### config.mk
export PLATFORM = sky130hd
export DESIGN_NAME = sram_like_arbiter
export DESIGN_NICKNAME = d
export VERILOG_FILES = /design/src/rtl/sram_like_arbiter.sv
export SDC_FILE = /design/constraint.sdc
export NUM_CORES = 1
export LEC_CHECK = 0
export CAP_MARGIN = 20
export CORE_AREA = 2 2 125 127
export DETAILED_ROUTE_END_ITERATION = 12
export DIE_AREA = 0 0 127 129
export PLACE_DENSITY = 0.62
export REMOVE_ABC_BUFFERS = 1
export SLEW_MARGIN = 20
export SYNTH_ARGS = -nofsm -noshare
export SYNTH_HDL_FRONTEND = slang
export SYNTH_SLANG_ARGS = --single-unit
### constraint.sdc
create_clock -name clk -period 2.6 [get_ports clk]
set_clock_uncertainty 0.15 [all_clocks]
set_input_delay 0.39 -clock clk [delete_from_list [all_inputs] [get_ports clk]]
set_output_delay 0.39 -clock clk [all_outputs]
set_load 0.01 [all_outputs]
### src/rtl/sram_like_arbiter.sv
`default_nettype none
// ============================================================================
// Module      : sram_like_arbiter
// Description : Two-master to one-slave arbiter for an SRAM-like bus.
//               The data master has fixed priority over the instruction
//               master. A grant that is waiting for m_addr_ok is held until
//               it is accepted or its master withdraws. An ordered id FIFO
//               records who owns each outstanding transaction, so every
//               m_data_ok goes back to the master that issued it.
// Ports       : clk, resetn          - clock, asynchronous active-low reset
//               inst_* / data_*      - master request fields and responses
//               m_*                  - shared slave request and responses
//               err                  - sticky flag: m_data_ok with nothing
//                                      outstanding
// Revision    : 1.0 - initial release
// ============================================================================
module sram_like_arbiter #(
    parameter int DEPTH = 4
) (
    input  logic        clk,
    input  logic        resetn,

    input  logic        inst_req,
    input  logic        inst_wr,
    input  logic [1:0]  inst_size,
    input  logic [31:0] inst_addr,
    input  logic [3:0]  inst_wstrb,
    input  logic [31:0] inst_wdata,
    output logic        inst_addr_ok,
    output logic        inst_data_ok,
    output logic [31:0] inst_rdata,

    input  logic        data_req,
    input  logic        data_wr,
    input  logic [1:0]  data_size,
    input  logic [31:0] data_addr,
    input  logic [3:0]  data_wstrb,
    input  logic [31:0] data_wdata,
    output logic        data_addr_ok,
    output logic        data_data_ok,
    output logic [31:0] data_rdata,

    output logic        m_req,
    output logic        m_wr,
    output logic [1:0]  m_size,
    output logic [31:0] m_addr,
    output logic [3:0]  m_wstrb,
    output logic [31:0] m_wdata,
    input  logic        m_addr_ok,
    input  logic        m_data_ok,
    input  logic [31:0] m_rdata,

    output logic        err
);

    localparam int                 c_PTR_W = (DEPTH > 1) ? $clog2(DEPTH) : 1;
    localparam int                 c_CNT_W = c_PTR_W + 1;
    localparam logic [c_CNT_W-1:0] c_FULL  = c_CNT_W'(DEPTH);

    // Source id FIFO: 0 = instruction master, 1 = data master.
    logic [DEPTH-1:0]   r_fifo_id;
    logic [c_PTR_W-1:0] r_wr_ptr;
    logic [c_PTR_W-1:0] r_rd_ptr;
    logic [c_CNT_W-1:0] r_count;

    logic               r_hold_valid;
    logic               r_hold_id;
    logic               r_err;

    logic               w_full;
    logic               w_empty;
    logic               w_grant_inst;
    logic               w_grant_data;
    logic               w_push;
    logic               w_pop;
    logic               w_head_id;

    assign w_full    = (r_count == c_FULL);
    assign w_empty   = (r_count == '0);
    assign w_head_id = r_fifo_id[r_rd_ptr];

    // Fixed priority with a hold override. The hold only applies while the
    // held master still requests; otherwise arbitration starts fresh. The
    // resetn term keeps m_req low for the whole time reset is asserted, since
    // the requests themselves are not under reset control.
    always_comb begin
        w_grant_inst = 1'b0;
        w_grant_data = 1'b0;
        if (resetn && !w_full) begin
            if (r_hold_valid && !r_hold_id && inst_req) begin
                w_grant_inst = 1'b1;
            end else if (r_hold_valid && r_hold_id && data_req) begin
                w_grant_data = 1'b1;
            end else if (data_req) begin
                w_grant_data = 1'b1;
            end else if (inst_req) begin
                w_grant_inst = 1'b1;
            end
        end
    end

    assign m_req  = w_grant_inst | w_grant_data;
    assign w_push = m_req & m_addr_ok;
    // A response with nothing outstanding is dropped and flagged instead.
    assign w_pop  = m_data_ok & !w_empty;

    always_comb begin
        m_wr    = 1'b0;
        m_size  = '0;
        m_addr  = '0;
        m_wstrb = '0;
        m_wdata = '0;
        if (w_grant_data) begin
            m_wr    = data_wr;
            m_size  = data_size;
            m_addr  = data_addr;
            m_wstrb = data_wstrb;
            m_wdata = data_wdata;
        end else if (w_grant_inst) begin
            m_wr    = inst_wr;
            m_size  = inst_size;
            m_addr  = inst_addr;
            m_wstrb = inst_wstrb;
            m_wdata = inst_wdata;
        end
    end

    assign inst_addr_ok = m_addr_ok & w_grant_inst;
    assign data_addr_ok = m_addr_ok & w_grant_data;
    assign inst_data_ok = w_pop & !w_head_id;
    assign data_data_ok = w_pop &  w_head_id;
    assign inst_rdata   = m_rdata;
    assign data_rdata   = m_rdata;
    assign err          = r_err;

    // Id storage carries no reset; only the pointers and count define which
    // entries are live.
    always_ff @(posedge clk) begin
        if (w_push) begin
            r_fifo_id[r_wr_ptr] <= w_grant_data;
        end
    end

    always_ff @(posedge clk or negedge resetn) begin
        if (!resetn) begin
            r_wr_ptr     <= '0;
            r_rd_ptr     <= '0;
            r_count      <= '0;
            r_hold_valid <= 1'b0;
            r_hold_id    <= 1'b0;
            r_err        <= 1'b0;
        end else begin
            if (w_push) begin
                r_wr_ptr <= r_wr_ptr + c_PTR_W'(1);
            end
            if (w_pop) begin
                r_rd_ptr <= r_rd_ptr + c_PTR_W'(1);
            end
            case ({w_push, w_pop})
                2'b10:   r_count <= r_count + c_CNT_W'(1);
                2'b01:   r_count <= r_count - c_CNT_W'(1);
                default: r_count <= r_count;
            endcase

            // Latch whoever is stalled on m_addr_ok; drop the hold on accept
            // or when nobody is granted.
            if (m_req && !m_addr_ok) begin
                r_hold_valid <= 1'b1;
                r_hold_id    <= w_grant_data;
            end else begin
                r_hold_valid <= 1'b0;
            end

            if (m_data_ok && w_empty) begin
                r_err <= 1'b1;
            end
        end
    end

endmodule
`default_nettype wire

* Word-level counts from Yosys, hierarchy flattened
Cells that the tools add are included.
Widths: inputs -> output; s select.
** Operators by class
- $add $sub $neg :: 4
- Order comparisons :: 3
- Equality and inequality tests :: 3
- Mux-type cells :: 26
- Bitwise gates (word level) :: 7
- Reductions and logical operators :: 15
** Operators by type and width (count)
- $mux 32 :: 4
- $mux 1 :: 14
- $logic_and 1x1->1 :: 8
- $mux 4 :: 2
- $and 1x1->1 :: 6
- $lt 2x3->1 const B :: 2
- $pmux 3 s2 :: 1
- $logic_not 1->1 :: 5
- $add 2x1->2 const B :: 2
- $bwmux 4 :: 1
- $mux 2 :: 2
- $add 3x1->3 const B :: 1
- $eq 3x3->1 const B :: 1
- $logic_not 3->1 :: 1
- $sub 3x1->3 const B :: 1
- $bmux 1 s2 :: 1
- $demux 1 s2 :: 1
- $eq 2x1->1 const B :: 1
- $eq 2x2->1 const B :: 1
- $ge 2x1->1 const B :: 1
- $reduce_bool 2->1 :: 1
- $or 1x1->1 :: 1
** Word-level totals
- Register bits after elaboration :: 14
- Input port bits :: 180
- Output and inout port bits :: 141
- Logic and storage cells :: 65

* Depth between registers and ports, before layout
- Depth in word-level cells :: 9
- Gate-level depth with buffers :: 8
- Mapped depth without buffers :: 8

* Least setup slack after synthesis
OpenSTA, ideal clock, no wires.
- Kind :: reg2reg
- From :: register r_count[0]
- To :: register r_count[2]
- Library setup time :: 79 ps
- Data arrival time :: 1946 ps
- Required time :: 2371 ps
- Setup slack :: 425 ps
- Stages on the path, launching flop included :: 9
- Path buffers :: 0
- Clock period less this slack :: 2175 ps
- Cell sequence :: dfrtp_1 > or3b_4 > nand4b_4 > ha_1 > inv_1 > fa_1 > xor2_1 > nor2_1 > xor2_1
** Between the ends
- Word-level cells in the longest chain between the ends :: 8
- Elaborated cells on any way between the ends :: 16
- Those cells by class :: add/sub (2); eq/ne (3); mux (3); bitwise (3); reduce/logical (5)
** Ends and longest elaborated chain
- from (decl) :: RTL line 64 : logic [c_CNT_W-1:0] r_count;
- from (signal assigned) :: RTL line 160 : 2'b10: r_count <= r_count + c_CNT_W'(1);
- from (signal assigned) :: RTL line 161 : 2'b01: r_count <= r_count - c_CNT_W'(1);
- from (signal assigned) :: RTL line 162 : default: r_count <= r_count;
- $eq 3x3->1 :: RTL line 78 : assign w_full = (r_count == c_FULL);
- $logic_not 1->1 :: RTL line 89 : if (resetn && !w_full) begin
- $logic_and 1x1->1 :: RTL line 89
- $mux 1 :: RTL line 89
- $or 1x1->1 :: RTL line 102 : assign m_req = w_grant_inst | w_grant_data;
- $and 1x1->1 :: RTL line 103 : assign w_push = m_req & m_addr_ok;
- $eq 2x1->1 / $eq 2x2->1 (equally long branches) :: RTL line 159 : case ({w_push, w_pop})
- $pmux 3 s2 / $reduce_bool 2->1 (equally long branches)
Parallel ways exist; a longest one is shown, timed or not.
A chain may end at the register's enable or synchronous reset.

* Worst setup path after layout
- From :: register r_count[1]
- To :: output port m_addr[23]
** Between the ends
- Word-level cells in the longest chain between the ends :: 6
- Elaborated cells on any way between the ends :: 7
- Those cells by class :: eq/ne (1); mux (4); reduce/logical (2)
** Ends and longest elaborated chain
- $eq 3x3->1 * :: RTL line 78
- $logic_not 1->1 * :: RTL line 89
- $logic_and 1x1->1 * :: RTL line 89
- $mux 1 :: RTL line 89
- $mux 32 :: RTL line 119 : end else if (w_grant_inst) begin
- $mux 32 * :: RTL line 113 : if (w_grant_data) begin
- to (decl) :: RTL line 46 : output logic [31:0] m_addr,
Every way passes the cells marked *; elsewhere a longest branch is shown, timed or not.

==> results.txt <==
----------------------------------------------------
[Routing]
  Post-detailed-route wirelength per cell ... 22.6 um
  Iter 0 DRT Violations ... 184
  Total length of routed wires ... 16.4 mm
  Per-cell via count in the routed design ... 5.01
  TritonRoute pass-1 iters ... 4
  Drt drc ... 0
  Count of antenna-violating nets left after detailed routing ... 0
  Via Count ... 3628

[Min path]
  Hold Path Cell Cnt ... 1
  Worst min-delay path startpoint ... err$_DFFE_PN0P_
  Hold Path Sink ... err$_DFFE_PN0P_
  Path type of the worst min-delay path ... reg2reg

[Global route]
  Wire length of the first global-routing pass ... 22.3 mm
  Total global routing overflow ... 0
  Number of antenna violations at the first check in global routing ... 0
  GRT Resource Usage Total ... 18.0%
  Maximum number of pins on one net before global-route repair ... 49
  Vias in the first global route ... 3626

[Synthesis]
  Post-Synthesis Cell Area ... 0.00274 mm^2
  Post-synthesis cell type count ... 32
  Number of standard cells after synthesis ... 393
  Number of warnings printed during yosys synthesis ... 0
  Syn Area/Cell ... 6.97 um^2
  Sequential area share after synthesis ... 13.5%
  Register bit count reported by yosys ... 14

[Die]
  Die Area ... 0.0164 mm^2
  Core region area ... 0.0150 mm^2
  Initial core utilization ... 18.3%
  Core Rows ... 45
  # IOs ... 321
  Horizontal extent of the die ... 127 um
  Die span in y ... 129 um

[Clock network]
  Clock-pin slew reported for the worst setup and hold paths after clock tree synthesis ... 0.05 ns
  Clock sink count ... 14
  Root Driver ... sky130_fd_sc_hd__clkbuf_16
  Worst skew pair latency ... 0.24 ns
  Cts hold-fix bufs ... 0
  Clock tree from TritonCTS ... yes
  TritonCTS buffer count ... 3
  Number of buffers between clock root and the deepest sink ... 2
  Maximum level of the CTS H-tree ... 1

[Critical path]
  Slowest stage cell on the critical path ... sky130_fd_sc_hd__clkdlybuf4s50_1
  Maximum fanout encountered on the critical timing path ... 39
  Critical Setup Path Class ... reg2out
  Req. time, crit path ... 2.06 ns
  Ordered cell list for the critical path ... or3b_4 > nand2_4 > buf_12 > a21oi_1 > clkdlybuf4s50_1
  Largest stage delay on the critical path ... 0.49 ns
  Data arrival at the endpoint of the critical path ... 1.99 ns
  Worst r2r dst ... r_count[2]$_DFFE_PN0P_
  R2R setup slack ... 0.35 ns
  Endpoint kind of the worst setup timing path ... primary output
  Critical path startpoint category ... register
  Critical register-to-register path startpoint ... r_count[1]$_DFFE_PN0P_
  Cell depth of the worst flop-to-flop path ... 8

[Place]
  Hpwl dp ... 12.7 mm
  Number of placed cells counting well taps ... 711
  Count of port buffers added during placement ... 224
  GPL Wtd Cong ... 0.935

[Power and ir drop]
  Total Power Consumption ... 2.09 mW
  Lkg Pwr ... 2.66 nW
  Peak ir drop on the vdd network ... 0.324 mV
  Pwr/cell area ... 408 mW/mm^2

[Cells and area]
  Footprint of the flip-flops and latches ... 372 um^2
  Area used by multi-input combinational logic ... 0.00161 mm^2
  Number of nets in the layout ... 723
  Antenna Diode Count ... 0
  Count of non-filler cells in the finished layout ... 724
  Growth of design area from synthesis to finish ... 87.1%
  Share of final-layout standard cells stronger than drive strength 1 ... 7.65%
  Count of fill cells added during filler insertion ... 1559
  Final standard cell utilization of the core ... 34.2%

[Timing]
  Max Fclk ... 395 MHz
  Headroom to the max-slew limit ... 82.2%
  Final critical-path required period ... 2.53 ns
  Max Transition Viols Final ... 0
  Tightest Pin Transition ... 0.266 ns
  Number of hold violations in the final report ... 0
  Setup violation total in the final timing report ... 0
  Fraction of the cycle the final worst path needs ... 97.5%

[Job]
  Max-Cap Viols ... 0

[Outcome]
  Status ... complete, no violations

----------------------------------------------------
## sequential cells by signal, indices dropped and copies added (netlist names)
register,count
r_count,3
err,1
r_wr_ptr,2
r_hold_id,1
r_hold_valid,1
r_fifo_id,4
r_rd_ptr,2
## power by group
group	internal, mW	switching [mW]	total [mW]
Sequential	0.312	0.0794	0.392
Clock	0.233	0.0849	0.318
Combinational	0.755	0.628	1.38
## cells in the final DEF, fill, tap and decap left out, types with 2 or more instances in the layout
cell type,n
sky130_fd_sc_hd__a21oi_1,72
sky130_fd_sc_hd__buf_12,12
sky130_fd_sc_hd__buf_2,2
sky130_fd_sc_hd__buf_4,11
sky130_fd_sc_hd__buf_6,2
sky130_fd_sc_hd__clkbuf_16,4
sky130_fd_sc_hd__clkdlybuf4s50_1,163
sky130_fd_sc_hd__dfrtp_1,9
sky130_fd_sc_hd__dlymetal6s2s_1,59
sky130_fd_sc_hd__edfxtp_1,4
sky130_fd_sc_hd__ha_1,5
sky130_fd_sc_hd__inv_1,10
sky130_fd_sc_hd__nand2_1,2
sky130_fd_sc_hd__nand3_1,71
sky130_fd_sc_hd__nor2_1,8
sky130_fd_sc_hd__nor2b_1,2
sky130_fd_sc_hd__nor3_1,4
sky130_fd_sc_hd__o211ai_1,71
sky130_fd_sc_hd__xnor2_1,3
sky130_fd_sc_hd__xor2_1,3
## synth_stat cells
library cell	count	area share [%]
sky130_fd_sc_hd__a21oi_1	72	13
sky130_fd_sc_hd__nand3_1	71	13
sky130_fd_sc_hd__o211ai_1	71	19
sky130_fd_sc_hd__buf_4	64	18
sky130_fd_sc_hd__buf_2	21	3.8
sky130_fd_sc_hd__clkbuf_1	19	2.6
sky130_fd_sc_hd__inv_1	11	1.5
sky130_fd_sc_hd__dfrtp_1	10	9.1
sky130_fd_sc_hd__nor2_1	8	1.1
sky130_fd_sc_hd__buf_6	5	2.1
sky130_fd_sc_hd__ha_1	5	2.3
sky130_fd_sc_hd__edfxtp_1	4	4.4
sky130_fd_sc_hd__nor3_1	4	0.73
sky130_fd_sc_hd__buf_1	3	0.41
sky130_fd_sc_hd__nor2b_1	3	0.69
sky130_fd_sc_hd__xnor2_1	3	0.96
sky130_fd_sc_hd__xor2_1	3	0.96
sky130_fd_sc_hd__nand2_1	2	0.27
sky130_fd_sc_hd__a21o_1	1	0.27
sky130_fd_sc_hd__a32o_1	1	0.37
sky130_fd_sc_hd__and2_1	1	0.23
sky130_fd_sc_hd__fa_1	1	0.73
sky130_fd_sc_hd__mux2_2	1	0.41
sky130_fd_sc_hd__mux2i_1	1	0.37
sky130_fd_sc_hd__mux4_2	1	0.82
sky130_fd_sc_hd__nand2_4	1	0.41
sky130_fd_sc_hd__nand3b_1	1	0.27
sky130_fd_sc_hd__nand4b_4	1	0.87
sky130_fd_sc_hd__o2111ai_1	1	0.32
sky130_fd_sc_hd__o21ai_0	1	0.18
sky130_fd_sc_hd__o31a_1	1	0.32
sky130_fd_sc_hd__or3b_4	1	0.41
## worst max-delay path: cells and delay by family (launching register included)
family / cells / cell delay [ns]
simple gates: 2 / 0.58
buf+inv: 2 / 0.69
compound gates: 1 / 0.07
flops: 1 / 0.40
## through the flow
step | hold WS [ns] | TNS [ns] | setup slack (ns) | instance area, um^2
after floorplan | -0.0556 | -88.73 | -1.30 | 2020
after global placement | 0.293 | 0 | 0.0549 | 4760
after detailed placement | 0.310 | 0 | 0.0503 | 4760
after CTS | 0.318 | 0 | 0.00246 | 4900
after global routing | 0.340 | -0.0174 | -0.0174 | 5130
final | 0.317 | 0 | 0.0662 | 5130
## cell type report
class                           count  area share (%)
Timing Repair Buffer              251            54.2
Multi-Input combinational cell    256            31.4
Sequential cell                    14            7.25
Tap cell                          188            4.59
Clock buffer                        4            1.73
Inverter                           11           0.805
## timing repair
item | CTS | global route
pin swaps | 0 | 0
resized for setup | 0 | 61
cloned | 1 | 3
endpoints found under the hold margin | 0 | 0
buffers inserted | 2 | 3
setup endpoints to repair | 8 | 71
## metal layers
metal	global-route usage (%)	part of all wire, %
met5	4.41	0.54
met4	4.20	2.3
met3	13.1	16
met2	27.8	43
met1	19.6	38
## kinds of logic (layout without fill, tap and decap cells)
group	count (synthesis)	after routing	share of synthesized area, %
buf+inv	123	266	27.9
fa+ha+maj	6	6	3.01
simple gates	93	93	17.9
compound gates	148	148	34.1
mux	3	3	1.60
flops	14	14	13.5
xor+xnor	6	6	1.92
## worst max-delay path by stage
stage	startpoint	end	slack, ns	cells past startpoint
floorplan	r_hold_id$_DFFE_PN0P_	inst_addr_ok	-1.30	3
global placement	resetn	m_wdata[20]	0.05	5
detailed placement	resetn	data_addr_ok	0.05	5
CTS	r_hold_id$_DFFE_PN0P_	m_wdata[24]	0.002	6
global route	r_hold_id$_DFFE_PN0P_	m_addr[12]	-0.02	6
finish	r_count[1]$_DFFE_PN0P_	m_addr[23]	0.07	5
(Power assumes the default switching activity.)
